[config.mk]
export PLATFORM = sky130hd
export DESIGN_NAME = gradient_window_ctrl
export DESIGN_NICKNAME = d
export VERILOG_FILES = /design/src/rtl/gradient_window_ctrl.sv
export SDC_FILE = /design/constraint.sdc
export NUM_CORES = 1
export LEC_CHECK = 0
export CORE_UTILIZATION = 40
export DETAILED_ROUTE_END_ITERATION = 8
export DONT_BUFFER_PORTS = 1
export SYNTH_ARGS = -nofsm -noshare
export SYNTH_HDL_FRONTEND = slang
export SYNTH_SLANG_ARGS = --single-unit
[constraint.sdc]
create_clock -name i_clk -period 10.7 [get_ports i_clk]
set_input_delay 1.07 -clock i_clk [delete_from_list [all_inputs] [get_ports i_clk]]
set_output_delay 1.07 -clock i_clk [all_outputs]
set_load 0.01 [all_outputs]
[src/rtl/gradient_window_ctrl.sv]
// Pixel-stream controller for a KERNEL_SIZE x KERNEL_SIZE gradient window: tracks frame
// position, issues shift/window strobes and throttles input by downstream result credits.
`timescale 1ns/1ps
module gradient_window_ctrl #(
   parameter int KERNEL_SIZE = 5,
   parameter int CREDITS     = 8,
   parameter int DIM_W       = 12
) (
   input  logic             i_clk,
   input  logic             i_aresetn,
   input  logic             i_enable,
   input  logic [DIM_W-1:0] i_cfg_width,
   input  logic [DIM_W-1:0] i_cfg_height,
   input  logic             i_pix_valid,
   input  logic             i_pix_sof,
   input  logic             i_pix_eol,
   output logic             o_pix_ready,
   output logic             o_shift_en,
   output logic             o_win_valid,
   output logic             o_win_sof,
   input  logic             i_credit_ret,
   output logic [DIM_W-1:0] o_row,
   output logic [DIM_W-1:0] o_col,
   output logic             o_busy,
   output logic             o_frame_done,
   output logic             o_err
);
   localparam int                CRED_W   = $clog2(CREDITS + 1);
   localparam logic [DIM_W-1:0]  K_LAST   = DIM_W'(KERNEL_SIZE - 1);
   localparam logic [DIM_W-1:0]  K_SIZE   = DIM_W'(KERNEL_SIZE);
   localparam logic [CRED_W-1:0] CRED_MAX = CRED_W'(CREDITS);

   typedef enum logic [1:0] {IDLE, WAIT_SOF, ACTIVE, DONE} state_t;

   state_t            state_reg, state_next;
   logic [DIM_W-1:0]  row_reg, row_next, col_reg, col_next;
   logic [DIM_W-1:0]  width_reg, width_next, height_reg, height_next;
   logic [CRED_W-1:0] credits_reg, credits_next;
   logic              win_valid_reg, win_valid_next, win_sof_reg, win_sof_next;
   logic              frame_done_reg, frame_done_next, err_reg, err_next;

   logic              pix_ready, accept, cfg_ok, frame_pix, restart, col_last;
   logic [DIM_W-1:0]  cur_row, cur_col, eff_width, eff_height;

   always_comb begin
      pix_ready = 1'b0;
      if (state_reg == WAIT_SOF) begin
         pix_ready = 1'b1;
      end else if (state_reg == ACTIVE) begin
         // The window issued last cycle has not been charged yet; count it as spent.
         pix_ready = credits_reg > CRED_W'(win_valid_reg);
      end
      accept     = i_pix_valid & pix_ready;
      cfg_ok     = (i_cfg_width >= K_SIZE) && (i_cfg_height >= K_SIZE);
      restart    = (state_reg == ACTIVE) & i_pix_sof;
      frame_pix  = accept & ((state_reg == ACTIVE) | i_pix_sof) & (~i_pix_sof | cfg_ok);
      cur_row    = i_pix_sof ? '0 : row_reg;
      cur_col    = i_pix_sof ? '0 : col_reg;
      eff_width  = i_pix_sof ? i_cfg_width : width_reg;
      eff_height = i_pix_sof ? i_cfg_height : height_reg;
      col_last   = (cur_col == eff_width - DIM_W'(1));
   end

   always_comb begin
      state_next      = state_reg;
      row_next        = row_reg;
      col_next        = col_reg;
      width_next      = width_reg;
      height_next     = height_reg;
      credits_next    = credits_reg;
      win_valid_next  = 1'b0;
      win_sof_next    = 1'b0;
      err_next        = 1'b0;
      frame_done_next = 1'b0;

      case (state_reg)
         IDLE: begin
            if (i_enable) state_next = WAIT_SOF;
         end
         WAIT_SOF, ACTIVE: begin
            if (accept & i_pix_sof) begin
               width_next  = i_cfg_width;
               height_next = i_cfg_height;
               err_next    = restart | ~cfg_ok;
               if (!cfg_ok) state_next = WAIT_SOF;
            end
            if (frame_pix) begin
               state_next     = ACTIVE;
               win_valid_next = ~restart & (cur_row >= K_LAST) & (cur_col >= K_LAST);
               win_sof_next   = ~restart & (cur_row == K_LAST) & (cur_col == K_LAST);
               if (i_pix_eol != col_last) err_next = 1'b1;
               // An early eol still closes the line, so the last line ends the frame.
               if (i_pix_eol | col_last) begin
                  col_next = '0;
                  row_next = cur_row + DIM_W'(1);
                  if (cur_row == eff_height - DIM_W'(1)) state_next = DONE;
               end else begin
                  col_next = cur_col + DIM_W'(1);
                  row_next = cur_row;
               end
            end
         end
         DONE:    state_next = WAIT_SOF;
         default: state_next = IDLE;
      endcase

      if (!i_enable) state_next = IDLE;
      if (state_next != ACTIVE) begin
         row_next = '0;
         col_next = '0;
      end
      frame_done_next = (state_next == DONE);

      if (i_credit_ret & ~win_valid_reg) begin
         if (credits_reg == CRED_MAX) err_next = 1'b1;
         else                         credits_next = credits_reg + CRED_W'(1);
      end else if (~i_credit_ret & win_valid_reg & (credits_reg != '0)) begin
         credits_next = credits_reg - CRED_W'(1);
      end
   end

   always_ff @(posedge i_clk or negedge i_aresetn) begin
      if (!i_aresetn) begin
         state_reg      <= IDLE;
         row_reg        <= '0;
         col_reg        <= '0;
         width_reg      <= '0;
         height_reg     <= '0;
         credits_reg    <= CRED_MAX;
         win_valid_reg  <= 1'b0;
         win_sof_reg    <= 1'b0;
         frame_done_reg <= 1'b0;
         err_reg        <= 1'b0;
      end else begin
         state_reg      <= state_next;
         row_reg        <= row_next;
         col_reg        <= col_next;
         width_reg      <= width_next;
         height_reg     <= height_next;
         credits_reg    <= credits_next;
         win_valid_reg  <= win_valid_next;
         win_sof_reg    <= win_sof_next;
         frame_done_reg <= frame_done_next;
         err_reg        <= err_next;
      end
   end

   assign o_pix_ready  = pix_ready;
   assign o_shift_en   = frame_pix;
   assign o_win_valid  = win_valid_reg;
   assign o_win_sof    = win_sof_reg;
   assign o_row        = row_reg;
   assign o_col        = col_reg;
   assign o_busy       = (state_reg == ACTIVE) || (state_reg == DONE);
   assign o_frame_done = frame_done_reg;
   assign o_err        = err_reg;
endmodule

### Word-level counts from Yosys, hierarchy flattened

Cells that the tools add are included.

* register bits: 58
* input port bits: 31
* output and inout bits: 31
* logic and storage cells: 100

* add/subtract/negate cells: 6
* magnitude comparators: 5
* equal/unequal tests: 12
* reductions and logical operators: 12
* multiplexer cells: 34
* bitwise gates (word level): 21

Operators by type and width (number)
* $mux W12: 12
* $ge A12 B3 Y1 const B: 4
* $add A12 B1 Y12 const B: 2
* $eq A12 B12 Y1: 2
* $eq A12 B3 Y1 const B: 2
* $sub A12 B1 Y12 const B: 2
* $mux W1: 14
* $and A1 B1 Y1: 12
* $mux W4: 3
* $mux W2: 4
* $eq A2 B2 Y1 const B: 3
* $reduce_and A2 Y1: 3
* $reduce_bool A2 Y1: 3
* $not A1 Y1: 5
* $add A4 B1 Y4 const B: 1
* $eq A4 B4 Y1 const B: 1
* $gt A4 B1 Y1: 1
* $ne A2 B2 Y1 const B: 2
* $or A1 B1 Y1: 4
* $pmux W2 S2: 1
* $reduce_bool A4 Y1: 1
* $reduce_or A2 Y1: 2
* $sub A4 B1 Y4 const B: 1
* $eq A2 B1 Y1 const B: 1
* 4 further kinds: 4

### Depth between registers and ports, before layout

* depth in word-level cells: 12
* gate-level depth with buffers: 21

### Least setup slack after synthesis

OpenSTA, ideal clock, no wires.

* path type: input to register
* start point: input i_pix_sof
* end point: register row_reg[0] (netlist: o_row[0])
* required time: 10564 ps
* setup slack: 5650 ps
* path buffers: 6
* stages on the path: 20
* data arrival time: 4913 ps
* library setup time: 136 ps
* cell sequence: clkbuf_1 > buf_2 > buf_2 > clkbuf_1 > clkbuf_1 > mux2i_1 > ha_1 > o21ai_1 > nor3_1 > xnor2_1 > a2111oi_0 > and4_1 > nand4_1 > ha_1 > a211oi_1 > o21ai_0 > nor4_1 > and3_1 > buf_2 > nor3_1

* longest elaborated chain between the ends: 11

RTL lines
* start: declaration: line 15 `input logic i_pix_sof,`
* $mux W12 (on tied branches): line 60, 59
* $sub A12 B1 Y12 (on tied branches): line 96, 61
* $eq A12 B12 Y1 (on tied branches): line 96, 61
* $mux W1 or $or A1 B1 Y1 (tied branches): line 96, 93
* $mux W1: line 93 `if (i_pix_eol | col_last) begin`
* $mux W2: line 87 `if (frame_pix) begin`
* $pmux W2 S2: line 76 `case (state_reg)`
* $mux W2: line 107 `if (!i_enable) state_next = IDLE;`
* $ne A2 B2 Y1: line 108 `if (state_next != ACTIVE) begin`
* $reduce_bool A2 Y1 (no source line)
* $reduce_and A2 Y1 (no source line)
* end signal: assignment: line 136 `row_reg <= row_next;`
* end: declaration: line 36 `logic [DIM_W-1:0] row_reg, row_next, col_reg, col_next;`

Parallel ways exist; a longest one is shown, timed or not. The select of a mux whose other input is x is not followed.
A chain may end at the register's enable or synchronous reset.

### Final worst setup path

* start point: input i_pix_sof
* end point: register row_reg[7] (netlist: o_row[7])

Same word-level chain as after synthesis.

==> impl_metrics.py <==
metrics = {
    "drt": {
        "wl_per_cell_microns": 18.7,
        "drcViolationCount": 0,
        "drt-pass1-iter-count": 4,
        "dr_total_vias": 3692,
        "route.met2.wl_mm": 5.59,
        "ant_nets": 0,
        "met1Wirelength_mm": 5.06,
        "finalWirelength_mm": 11.6,
        "first_iter_violations": 166,
        "viasPerCell": 5.95,
        "maxUsedRoutingLayer": "met4",
        "dr_wl_met3_microns": 811,
    },
    "sta": {
        "maxSlewHeadroom_pct": 44.2,
        "tns_ns": 0,
        "post-route-min-period_ns": 4.98,
        "timing.final.crit_share_pct": 46.5,
        "fmax_mhz": 201,
        "setup_viol": 0,
        "hold_viol_final": 0,
        "rsz0062_at_grt": "no",
        "tightest_slew_ns": 0.837,
        "drv_slew": 0,
        "clock_skew_ns": 0.0152,
    },
    "floorplanning": {
        "ios": 62,
        "dieArea_sq_um": 11100,
        "num_rows": 37,
        "design.core.area_sq_um": 10400,
        "die_h_microns": 106,
        "initial_utilization_pct": 41.4,
        "die_x_microns": 106,
    },
    "worst_setup_path": {
        "crit_path_start": "i_pix_sof",
        "crit_required_ns": 10.91,
        "path_max_fanout": 76,
        "critPathBufInv": 1,
        "reg2reg_from": "width_reg[0]$_DFFE_PN0P_",
        "crit_type": "in -> reg",
        "slowest_delay_ns": 0.61,
        "critPathLaunchType": "input port",
        "worst_path_dominant_cell_family": "simple AND/OR/NAND/NOR gates",
        "cp_slowest_cell": "or4_4",
        "cp_cell_sequence": "inv_2 > or4_4 > o22a_1 > or3_1 > a2111oi_0 > and4_1 > nand4_1 > ha_1 > a211oi_1 > o21ai_0 > nor4_1 > and3_1 > nor3_1",
        "cp.arrival_ns": 5.19,
        "crit_path_end_kind": "flop",
    },
    "place": {
        "port_buffers": 0,
        "hpwl_mm": 8.15,
        "place_congestion": 0.835,
        "dp.cells": 604,
    },
    "finish": {
        "insertedDiodeCount": 0,
        "syn_to_final_growth_pct": 6.45,
        "num-nets-final": 524,
        "drive_gt1_share_pct": 7.23,
        "final_cells": 620,
    },
    "synthesis": {
        "synth_edf_count": 0,
        "synth_warnings": 0,
        "synth.distinct_cells": 64,
        "synth_area_leader_cell": "dfrtp_1",
        "avgSynthCellArea_sq_um": 8.65,
        "syn_nets": 541,
        "synth_area_sq_um": 4290,
        "ys_ff_latch": 58,
        "synth_cells": 496,
        "synth_area_leaders": "dfrtp_1 33%, xnor2_1 6.3%, mux2_1 4.2%",
        "synth_ff_type": "dfrtp_1",
        "ys_async_sr_fraction_pct": 100,
        "ys_seq_area_share_pct": 33.9,
        "synth_top_area_share_pct": 33.3,
    },
    "clocking": {
        "cts-buffers-inserted": 9,
        "cts.clk_slew.worst_paths_ns": 0.07,
        "cts_root_buf": "clkbuf_8",
        "htree_levels": 3,
        "tritoncts": "done",
        "clock-sinks": 58,
        "postCtsSetupRepairBufs": 0,
        "clk_latency_ns": 0.36,
        "cts_resized": 0,
        "cts-hold-fix-buffers": 0,
        "clock_path_buffers": 2,
    },
    "grt": {
        "grt-ovfl-total": 0,
        "grt_antenna_before_repair": 0,
        "grt_max_degree": 77,
        "grt_pass1_vias": 3600,
        "gr-usage-all-layers_pct": 22.0,
        "grt_pass1_wl_mm": 19.2,
    },
    "power_and_ir_drop": {
        "power.leakage_nw": 1.80,
        "p_per_area_nw_per_um2": 157,
        "vdd_drop_max_mv": 0.141,
    },
    "min_path": {
        "hold_class": "in -> async",
    },
    "outcome": {
        "status": "complete, no violations",
    },
    "job": {
        "cap_violations": 0,
    },
}
==> placed cells by master, fill, tap and decap left out, drive strengths merged, types with 6 or more instances in the layout <==
cell type,netlist,routed
mux2i,11,11
and3,6,6
a21oi,23,23
nand2b,7,7
ha,13,13
nand2,45,45
a22oi,7,7
nand4,7,7
dfrtp,57,57
nand3,10,10
xor2,16,16
nor2,33,33
mux2,23,23
clkbuf,21,12
nor3b,8,8
o21ai,34,34
inv,14,14
nor4,13,13
nor3,35,35
xnor2,31,31
==> metrics by stage <==
| step | util [%] | hold slack [ns] | setup slack, ns | cell area [sq um] | total power, W |
|---|---|---|---|---|---|
| finish | 44.0 | 0.403 | 5.72 | 4570 | 0.000719 |
| global route | 44.0 | 0.375 | 5.42 | 4570 | 0.000764 |
| CTS | 44.0 | 0.386 | 5.87 | 4570 | 0.000724 |
| detailed placement | 42.0 | 0.494 | 5.48 | 4360 | 0.000507 |
| floorplan | - | 0.473 | 5.65 | 4290 | 0.000469 |
| global placement | 42.0 | 0.494 | 5.71 | 4360 | 0.000500 |
==> power by group <==
part	internal, W	switching (W)
combinational	0.0000991	0.0000902
sequential	0.000265	0.0000507
clock	0.000120	0.0000941
total	0.000484	0.000235
==> routing by layer <==
metal  vias to the layer above  GRT usage, %
met5                         -             0
met4                         0          6.05
met3                        13          7.17
met2                       120          36.4
met1                      1779          27.6
li1                       1780             -
==> final timing paths <==
kind / end / slack [ns] / cells past startpoint
min in group i_clk: width_reg[1]$_DFFE_PN0P_ / 0.51 / 1
setup reg to reg: o_row[7]$_DFFE_PN0P_ / 6.36 / 12
max in group asynchronous: credits_reg[3]$_DFFE_PN1P_ / 10.11 / 0
setup / recovery: o_row[7]$_DFFE_PN0P_ / 5.72 / 13
hold reg to reg: width_reg[1]$_DFFE_PN0P_ / 0.51 / 1
hold / removal: width_reg[0]$_DFFE_PN0P_ / 0.40 / 0
==> final cells by class <==
type | instances | area (sq um)
Clock buffer | 12 | 155
Fill cell | 1076 | 5800
Clock inverter | 4 | 50.0
Sequential cell | 58 | 1450
Multi-Input combinational cell | 394 | 2670
Timing Repair Buffer | 2 | 15.0
Inverter | 14 | 52.6
Tap cell | 136 | 170
==> kinds of logic after synthesis <==
kind of cell	Yosys count	synth area share [%]
compound gates	102	15.2
flops	58	33.9
simple gates	197	24.3
fa+ha+maj	14	4.26
buf+inv	44	4.14
xor+xnor	47	9.60
mux	34	8.61
==> synth_stat cells, types with 2 or more instances <==
cell	count
dfrtp_1	57
nand2_1	45
nor3_1	35
nor2_1	33
xnor2_1	31
o21ai_0	29
a21oi_1	23
clkbuf_1	21
mux2_1	16
xor2_1	16
ha_1	13
nor4_1	13
inv_1	12
mux2i_1	11
nand3_1	10
nor3b_1	8
a22oi_1	7
buf_2	7
mux2_2	7
nand2b_1	7
nand4_1	7
and3_1	6
a2bb2oi_1	5
o21ai_1	5
a211oi_1	4
nor2b_1	4
o22ai_1	4
or3_1	4
or4_1	4
a21o_1	3
and2_1	3
and4_1	3
o31ai_1	3
a21boi_0	2
a41o_1	2
and4b_1	2
inv_2	2
nand3b_1	2
o221ai_1	2
o32a_1	2
or3b_1	2
or4b_1	2
==> worst reg2reg max path, cell delays in order (launching register included) <==
cell and delay [ns]:
dfrtp_1 0.42, or4_1 0.55, o22a_1 0.26, or3_1 0.37, a2111oi_0 0.38, and4_1 0.25
nand4_1 0.09, ha_1 0.40, a211oi_1 0.26, o21ai_0 0.12, nor4_1 0.42, and3_1 0.57
nor3_1 0.11
No activity file was read; power rests on OpenSTA's default activity.
